===== config.mk =====
export PLATFORM = sky130hd
export DESIGN_NAME = vga_timing_gen
export DESIGN_NICKNAME = d
export VERILOG_FILES = /design/src/rtl/vga_timing_pkg.sv /design/src/rtl/mod_counter.sv /design/src/rtl/vga_timing_gen.sv
export SDC_FILE = /design/constraint.sdc
export NUM_CORES = 1
export LEC_CHECK = 0
export BUFFER_PORTS_ARGS = -buffer_cell sky130_fd_sc_hd__buf_4
export CAP_MARGIN = 20
export CORE_ASPECT_RATIO = 2
export CORE_UTILIZATION = 54
export CTS_BUF_LIST = sky130_fd_sc_hd__clkbuf_4
export CTS_CLUSTER_SIZE = 25
export DETAILED_ROUTE_END_ITERATION = 10
export GPL_TIMING_DRIVEN = 0
export PLACE_DENSITY = 0.78
export SYNTH_ARGS = -nofsm -noshare
export SYNTH_HDL_FRONTEND = slang
export SYNTH_SLANG_ARGS = --single-unit

===== constraint.sdc =====
create_clock -name clk -period 2.3 [get_ports clk]
set_input_delay 0.115 -clock clk [delete_from_list [all_inputs] [get_ports clk]]
set_output_delay 0.115 -clock clk [all_outputs]
set_load 0.01 [all_outputs]

===== src/rtl/vga_timing_pkg.sv =====
// 640x480@60Hz raster timing constants shared by the VGA timing generator.
package vga_timing_pkg;

  localparam int unsigned CNT_W           = 10;

  localparam int unsigned VGA_CLK_DIV     = 4;
  localparam int unsigned VGA_H_TOTAL     = 800;
  localparam int unsigned VGA_H_SYNC      = 96;
  localparam int unsigned VGA_H_ACT_START = 144;
  localparam int unsigned VGA_H_ACT_END   = 784;
  localparam int unsigned VGA_V_TOTAL     = 525;
  localparam int unsigned VGA_V_SYNC      = 2;
  localparam int unsigned VGA_V_ACT_START = 35;
  localparam int unsigned VGA_V_ACT_END   = 515;

  typedef logic [CNT_W-1:0] cnt_t;

endpackage


===== src/rtl/mod_counter.sv =====
// Modulo-MOD wrap counter; wrap flags the terminal count (independent of en).
module mod_counter #(
  parameter int unsigned MOD = 2,
  parameter int unsigned W   = 10
) (
  input  logic         clk,
  input  logic         rst,
  input  logic         en,
  output logic [W-1:0] cnt,
  output logic         wrap
);

  assign wrap = (cnt == W'(MOD - 1));

  // Advance on enable, returning to zero after the terminal count.
  always_ff @(posedge clk or posedge rst) begin
    if (rst) begin
      cnt <= '0;
    end else if (en) begin
      cnt <= wrap ? '0 : cnt + W'(1);
    end
  end

endmodule


===== src/rtl/vga_timing_gen.sv =====
// VGA raster timing source: sync, visible window, pixel strobe and frame/move ticks.
module vga_timing_gen
  import vga_timing_pkg::*;
#(
  parameter int unsigned CLK_DIV         = VGA_CLK_DIV,
  parameter int unsigned H_TOTAL         = VGA_H_TOTAL,
  parameter int unsigned H_SYNC          = VGA_H_SYNC,
  parameter int unsigned H_ACT_START     = VGA_H_ACT_START,
  parameter int unsigned H_ACT_END       = VGA_H_ACT_END,
  parameter int unsigned V_TOTAL         = VGA_V_TOTAL,
  parameter int unsigned V_SYNC          = VGA_V_SYNC,
  parameter int unsigned V_ACT_START     = VGA_V_ACT_START,
  parameter int unsigned V_ACT_END       = VGA_V_ACT_END,
  parameter int unsigned FRAMES_PER_MOVE = 1
) (
  input  logic             clk,
  input  logic             rst,
  input  logic             freeze,
  output logic [CNT_W-1:0] hCount,
  output logic [CNT_W-1:0] vCount,
  output logic             hSync,
  output logic             vSync,
  output logic             bright,
  output logic             pix_en,
  output logic             frame_tick,
  output logic             move_tick
);

  cnt_t div;
  cnt_t fcnt;
  logic div_wrap;
  logic h_wrap;
  logic v_wrap;
  logic f_wrap;
  logic frame_wrap;
  logic unused_cnt;

  // Divider and frame counts only matter through their wrap flags.
  assign unused_cnt = ^{div, fcnt};

  mod_counter #(.MOD(CLK_DIV), .W(CNT_W)) u_div (
    .clk(clk), .rst(rst), .en(1'b1), .cnt(div), .wrap(div_wrap)
  );

  assign pix_en = div_wrap;

  mod_counter #(.MOD(H_TOTAL), .W(CNT_W)) u_h (
    .clk(clk), .rst(rst), .en(pix_en), .cnt(hCount), .wrap(h_wrap)
  );

  mod_counter #(.MOD(V_TOTAL), .W(CNT_W)) u_v (
    .clk(clk), .rst(rst), .en(pix_en & h_wrap), .cnt(vCount), .wrap(v_wrap)
  );

  assign frame_wrap = pix_en & h_wrap & v_wrap;

  // Frozen frames neither advance the move divider nor fire move_tick.
  mod_counter #(.MOD(FRAMES_PER_MOVE), .W(CNT_W)) u_frame (
    .clk(clk), .rst(rst), .en(frame_wrap & ~freeze), .cnt(fcnt), .wrap(f_wrap)
  );

  assign hSync  = !(hCount < CNT_W'(H_SYNC));
  assign vSync  = !(vCount < CNT_W'(V_SYNC));
  assign bright = (hCount >= CNT_W'(H_ACT_START)) && (hCount < CNT_W'(H_ACT_END)) &&
                  (vCount >= CNT_W'(V_ACT_START)) && (vCount < CNT_W'(V_ACT_END));

  // Ticks land on the cycle where the raster sits at (0,0).
  always_ff @(posedge clk or posedge rst) begin
    if (rst) begin
      frame_tick <= 1'b0;
      move_tick  <= 1'b0;
    end else begin
      frame_tick <= frame_wrap;
      move_tick  <= frame_wrap & ~freeze & f_wrap;
    end
  end

endmodule

==> results of run 1 <==
## path summary, 6_finish.rpt
path | start | endpoint | slack (ns) | depth (start not counted)
max | u_v.cnt[6] | u_frame.cnt[5] | 0.07 | 5
min | freeze | move_tick | 0.05 | 3
max reg2reg | u_v.cnt[6] | u_frame.cnt[5] | 0.07 | 5
min reg2reg | u_frame.cnt[9] | u_frame.cnt[9] | 0.48 | 1
max in group asynchronous | rst | u_h.cnt[1] | 1.24 | 3
min in group asynchronous | rst | u_div.cnt[9] | 0.48 | 3
## metal layers
metal  global-route usage [%]  share of wire, %  vias to the layer above
met5                        0                 0                        -
met4                    10.00               1.5                        0
met3                    5.512               3.4                        8
met2                    39.81                55                       56
met1                    31.28                40                      943
li1                         -                 -                      915
## power by group
part | leakage (uW) | switching (uW) | internal [uW] | total, uW
Combinational | 0.000598 | 20.4 | 7.34 | 27.7
Sequential | 0.000559 | 3.74 | 741 | 745
Clock | 0.0000312 | 254 | 119 | 373
## state kept, by name (all words and copies together) (netlist names)
signal	cells
frame_tick	1
move_tick	1
u_div.cnt	10
u_frame.cnt	10
u_h.cnt	10
u_v.cnt	10
## timing repair
item / CTS / global route
gates resized for setup: 9 / 12
buffers inserted: 5 / 8
hold buffers: 1 / 0
pin swaps: 1 / 4
setup endpoints to repair: 16 / 16
hold endpoints to repair: 42 / 0
## cell usage after synthesis, types with 2 or more instances
| cell type | count |
|---|---|
| a21oi_1 | 2 |
| a31oi_1 | 4 |
| and3_1 | 5 |
| buf_2 | 2 |
| clkbuf_1 | 5 |
| dfrtp_1 | 42 |
| ha_1 | 7 |
| inv_1 | 9 |
| nand2_1 | 18 |
| nand2b_1 | 3 |
| nand3_1 | 16 |
| nand4_1 | 12 |
| nor2_1 | 27 |
| nor3_1 | 5 |
| nor4_1 | 5 |
| o21ai_0 | 23 |
| o31ai_1 | 2 |
| or3_1 | 2 |
| or4_1 | 2 |
| or4_4 | 3 |
| xnor2_1 | 15 |
| xor2_1 | 6 |
## critical path: cells and delay by family, from the launching register on
kind,cells,cell delay (ns)
xor+xnor,1,0.15
flops,1,0.41
simple gates,4,1.62
## area by class of cell
| cell class | instances | area (um^2) |
|---|---|---|
| buffer | 7 | 32.53 |
| clock buffer | 5 | 37.54 |
| clock inverter | 3 | 21.27 |
| fill | 334 | 1177 |
| inverter | 10 | 41.29 |
| multi-input combinational | 170 | 1096 |
| sequential | 42 | 1056 |
| tap | 51 | 63.81 |
| timing repair buffer | 42 | 317.8 |
## logic make-up (layout without fill, tap and decap cells)
group | count (synthesis) | after routing
xor gates and xnor gates | 21 | 21
DFF | 42 | 42
AOI/OAI and AO/OA | 36 | 36
buffers and inverters | 18 | 67
and+or+nand+nor | 106 | 106
adders and majority gates | 7 | 7
## per-stage QoR
step	power [uW]	utilization, %	setup slack, ns	instances
floorplan	775.5	-	0.01562	230
detailed placement	785.9	63.96	-0.2872	309
global placement	785.6	63.96	-0.2702	309
CTS	1161	66.99	-0.001107	323
global route	1197	69.37	-0.02731	330
finish	1145	69.37	0.06998	330
==> results.yml, run 1 <==
global_routing:
  grt_max_degree: 43
  grt_pass1_vias: 1821
  grt-ovfl-total: 0
  grt_pass1_wl_um: 8017
  antenna_found_initial: 0
  grt_usage_pct: 24.91
drt:
  vias: 1922
  antenna_left: 0
  firstDrtPassIters: 4
  routed_wirelength_um: 4786
  drc: 0
  routed_via_density: 5.824
  drtIter0Drc: 67
  wire_per_inst_um: 14.50
clock_tree:
  cts_buffer_depth: 2
  clkTransAtPathRegs_ns: 0.13
  cts_buffers: 5
  htreeDepth: 2
  cts_root_buffer: "clkbuf_4"
  insertion_delay_ns: 0.35
  cts_tree: "yes"
  clock-sinks: 42
yosys:
  synth_mux_area_share_pct: 0
  ys_seq_area_share_pct: 48.11
  synth_simple_gate_area_share_pct: 26.17
  synth_top_family_by_area: "simple AND/OR/NAND/NOR gates"
  synthCells: 230
  synth_xor_area_share_pct: 8.419
  synth_area_um2: 2185
  ys_types: 37
  syn-num-nets: 240
  ys_top_cells_by_area: "dfrtp_1, xnor2_1, o21ai_0"
  ys_ff_latch: 42
  synth_edf_count: 0
  yosysWarnings: 0
  async_reset_ff_share_pct: 100.0
  synth_area_per_cell_um2: 9.498
  yosysTopAreaCellShare_pct: 48.11
  synth_ff_type: "dfrtp_1"
  synthAdderAreaFrac_pct: 4.009
  synth-compound-area-share_pct: 9.737
  yosysTopAreaCell: "dfrtp_1"
final_layout:
  drive_above_1_share_pct: 26.52
  syn_to_final_growth_pct: 22.05
  nets: 288
  layout_common_cells: "buf_4, dfrtp_1, nor2_1, o21ai_0, nand2_1"
  n_antenna_cell: 0
  layout_commonest_cell: "buf_4"
  stdcell_area_um2: 2666
sta:
  fin_skew_ns: 0.008114
  hold_slack_ns: 0.05128
  period_share_pct: 96.96
  fmax_mhz: 448.4
  setup-tns-final_ns: 0
  finalMaxSlewViolations: 0
  hold_violations: 0
  setup_viol: 0
  worst_pin_slew_ns: 0.8460
  period_minus_slack_ns: 2.230
  rsz0062_at_grt: "true"
  slew-limit-headroom_pct: 43.52
placement:
  placed_area_um2: 2459
  portBuffers: 28
  hpwlAfterDp_um: 3142
  gp_congestion: 0.8960
pwr:
  ir_worst_vdd_v: 0.0003085
  powerDensity_nw_per_um2: 429.5
  p_leak_uw: 0.001188
job:
  maxCapViolCount: 0
worst_hold_path:
  min_path_type: "in2reg"
critical_path:
  crit_path_max_incr_delay_ns: 0.55
  crit_path_top_delay_cell: "or4_4"
  cp_max_fo: 6
  cp.required_ns: 2.59
  arrival_ns: 2.52
  crit_path_frequent_cell: "or4_4"
  path_cells: "or3_4, or4_4, or4_4, nor3_2, xor2_1"
  cp-end-kind: "flip-flop"
  worstSetupPathType: "reg2reg"
  cp-start-kind: "flip-flop"
die:
  start_util_pct: 56.84
  die_y_um: 91.95
  dieWidth_um: 46.98
  die_area_um2: 4319
  num_io_pins: 29
  core_um2: 3844
  num_rows: 32
outcome:
  outcome: "complete, no violations"
No activity file was read; power rests on OpenSTA's default activity.
==> run 2, diff against run 1 <==
--- a/config.mk
+++ b/config.mk
@@ -6,7 +6,6 @@
 export NUM_CORES = 1
 export LEC_CHECK = 0
 export BUFFER_PORTS_ARGS = -buffer_cell sky130_fd_sc_hd__buf_4
-export CAP_MARGIN = 20
 export CORE_ASPECT_RATIO = 2
 export CORE_UTILIZATION = 54
 export CTS_BUF_LIST = sky130_fd_sc_hd__clkbuf_4
@@ -14,6 +13,7 @@
 export DETAILED_ROUTE_END_ITERATION = 10
 export GPL_TIMING_DRIVEN = 0
 export PLACE_DENSITY = 0.78
+export RECOVER_POWER = 50
 export SYNTH_ARGS = -nofsm -noshare
 export SYNTH_HDL_FRONTEND = slang
 export SYNTH_SLANG_ARGS = --single-unit
==> constraint.sdc (replaced) <==
create_clock -name clk -period 2.3 [get_ports clk]
set_input_delay 0.23 -clock clk [delete_from_list [all_inputs] [get_ports clk]]
set_output_delay 0.23 -clock clk [all_outputs]
set_load 0.01 [all_outputs]
==> run 2 against run 1 <==
The run now ends with capacitance limit, slew limit, setup timing left. Maximum frequency fell by 4.0%. Sequential power about the same. Routed wire length fell by 0.15%. Hold slack improved by 0.12 ns. Largest power group unchanged. Critical path depth increased by 4. Register-to-register slack worse by 0.09 ns. Combinational power decreased by 4%. Highest routed layer unchanged. Clock skew is 0.0034 ns higher. Global-route usage up 0.34 points. Sequential share of layout area grew 0.77 points. Core utilization is 1.2 points lower. Count of clock-buffer cells in the layout unchanged.
==> results.yml, run 2 (synthesized netlist as in run 1, its figures left out) <==
outcome:
  outcome: "finished with violations"
  violations: "capacitance limit, slew limit, setup timing"
critical_path:
  crit_path_max_incr_delay_ns: 0.55
  cp.required_ns: 2.56
  arrival_ns: 2.58
  worstSetupPathType: "reg2reg"
  crit_path_top_delay_cell: "or4_4"
  cp_max_fo: 4
  cp-end-kind: "flip-flop"
  r2r_start: "u_v.cnt[0]"
  ff2ff_setup_slack_ns: -0.02
  crit_path_frequent_cell: "nand4_1"
  cp-endpoint: "u_frame.cnt[4]"
  r2r_end: "u_frame.cnt[4]"
  reg2reg_depth: 9
  cp-start-kind: "flip-flop"
  path_cells: "buf_6, inv_4, ha_4, nand4_1, or4_4, nor4_4, buf_4, nand4_1, xnor2_1"
  crit_start: "u_v.cnt[0]"
clock_tree:
  clock-sinks: 42
  cts_tree: "yes"
  cts_root_buffer: "clkbuf_4"
  clkTransAtPathRegs_ns: 0.13
  insertion_delay_ns: 0.36
  cts_buffer_depth: 2
  htreeDepth: 2
  cts_buffers: 5
final_layout:
  syn_to_final_growth_pct: 19.87
  layout_commonest_cell: "dfrtp_1"
  n_antenna_cell: 0
  nFillCells: 340
  layout_common_cells: "dfrtp_1, buf_4, nor2_1, nand2_1, o21ai_0"
  drive_above_1_share_pct: 24.82
  nets: 283
  stdcell_count: 325
die:
  num_io_pins: 29
  die_area_um2: 4319
  start_util_pct: 56.84
  core_um2: 3844
  dieWidth_um: 46.98
  die_y_um: 91.95
  num_rows: 32
drt:
  wire_per_inst_um: 14.70
  wl_met1_um: 2006
  drtIter0Drc: 50
  top_layer: "met4"
  firstDrtPassIters: 4
  drc: 0
  routed_wirelength_um: 4779
  routed_via_density: 5.843
  vias: 1899
  antenna_left: 0
  route.met3.wl_um: 135
  route.met2.wl_um: 2563
sta:
  hold_slack_ns: 0.1735
  period_minus_slack_ns: 2.323
  period_share_pct: 101.0
  slew-limit-headroom_pct: -4.000
  setup_ws_ns: -0.02309
  fmax_mhz: 430.5
  worst_pin_slew_ns: 1.558
  setup-tns-final_ns: -0.02309
  rsz0062_at_grt: "true"
  fin_skew_ns: 0.01148
  finalMaxSlewViolations: 43
  hold_violations: 0
  setup_viol: 1
global_routing:
  grt_pass1_wl_um: 8086
  grt-ovfl-total: 0
  antenna_found_initial: 0
  grt_max_degree: 43
  grt_usage_pct: 25.26
  grt_pass1_vias: 1806
placement:
  gp_congestion: 0.8960
  hpwlAfterDp_um: 3142
  portBuffers: 28
  place_inst: 309
pwr:
  powerDensity_nw_per_um2: 438.3
  ir_worst_vdd_v: 0.0003055
  p_leak_uw: 0.001147
worst_hold_path:
  min_path_type: "in2reg"
job:
  maxCapViolCount: 1
[run 2: through the flow]
step / power [uW] / cell area [um^2] / setup WS [ns] / util [%]
after detailed placement: 785.9 / 2459 / -0.2872 / 63.96
after floorplan: 775.5 / 2185 / 0.01562 / -
after CTS: 1160 / 2579 / -0.04343 / 67.09
after global routing: 1194 / 2619 / -0.1144 / 68.13
after global placement: 785.6 / 2459 / -0.2702 / 63.96
final: 1148 / 2619 / -0.02309 / 68.13
[run 2: how the worst min path moves through the flow]
stage / cells past startpoint / startpoint / to / slack (ns)
floorplan: 2 / freeze / move_tick / 0.40
CTS: 2 / rst / u_div.cnt[4] / 0.06
global route: 3 / freeze / move_tick / 0.18
global placement: 1 / u_div.cnt[9] / u_div.cnt[9] / 0.46
detailed placement: 2 / rst / u_div.cnt[4] / 0.47
finish: 3 / freeze / move_tick / 0.17
[run 2: where the power goes]
group | internal, uW | switching [uW] | leakage (uW)
sequential | 741 | 3.92 | 0.000557
combinational | 6.26 | 20.4 | 0.000559
clock | 119 | 257 | 0.0000312
[run 2: cell type report]
class / instances / area, um^2 / area share [%]
inverter: 10 / 40.04 / 1.529
clock inverter: 3 / 21.27 / 0.8122
buffer: 6 / 27.53 / 1.051
clock buffer: 5 / 37.54 / 1.433
tap: 51 / 63.81 / 2.437
timing repair buffer: 38 / 274.0 / 10.46
multi-input combinational: 170 / 1097 / 41.90
sequential: 42 / 1057 / 40.37
[run 2: timing repair]
action                     CTS  global route
resized for setup           11            17
hold buffers                 0             0
setup endpoints to repair   16            22
setup buffers                6             4
pin swaps                    5             6
[run 2: critical path, delay by kind of cell, from the launching register on]
family | cells | cell delay [ns]
flip-flops | 1 | 0.47
AND/OR/NAND/NOR | 4 | 1.13
adder cells (fa/ha/maj) | 1 | 0.11
XOR/XNOR | 1 | 0.15
buffers and inverters | 3 | 0.36
[run 2: metal layers]
metal	global-route usage [%]	up-vias
met1	31.15	937
met2	41.78	47
met5	0	-
met3	4.724	8
met4	9.286	0
li1	-	907
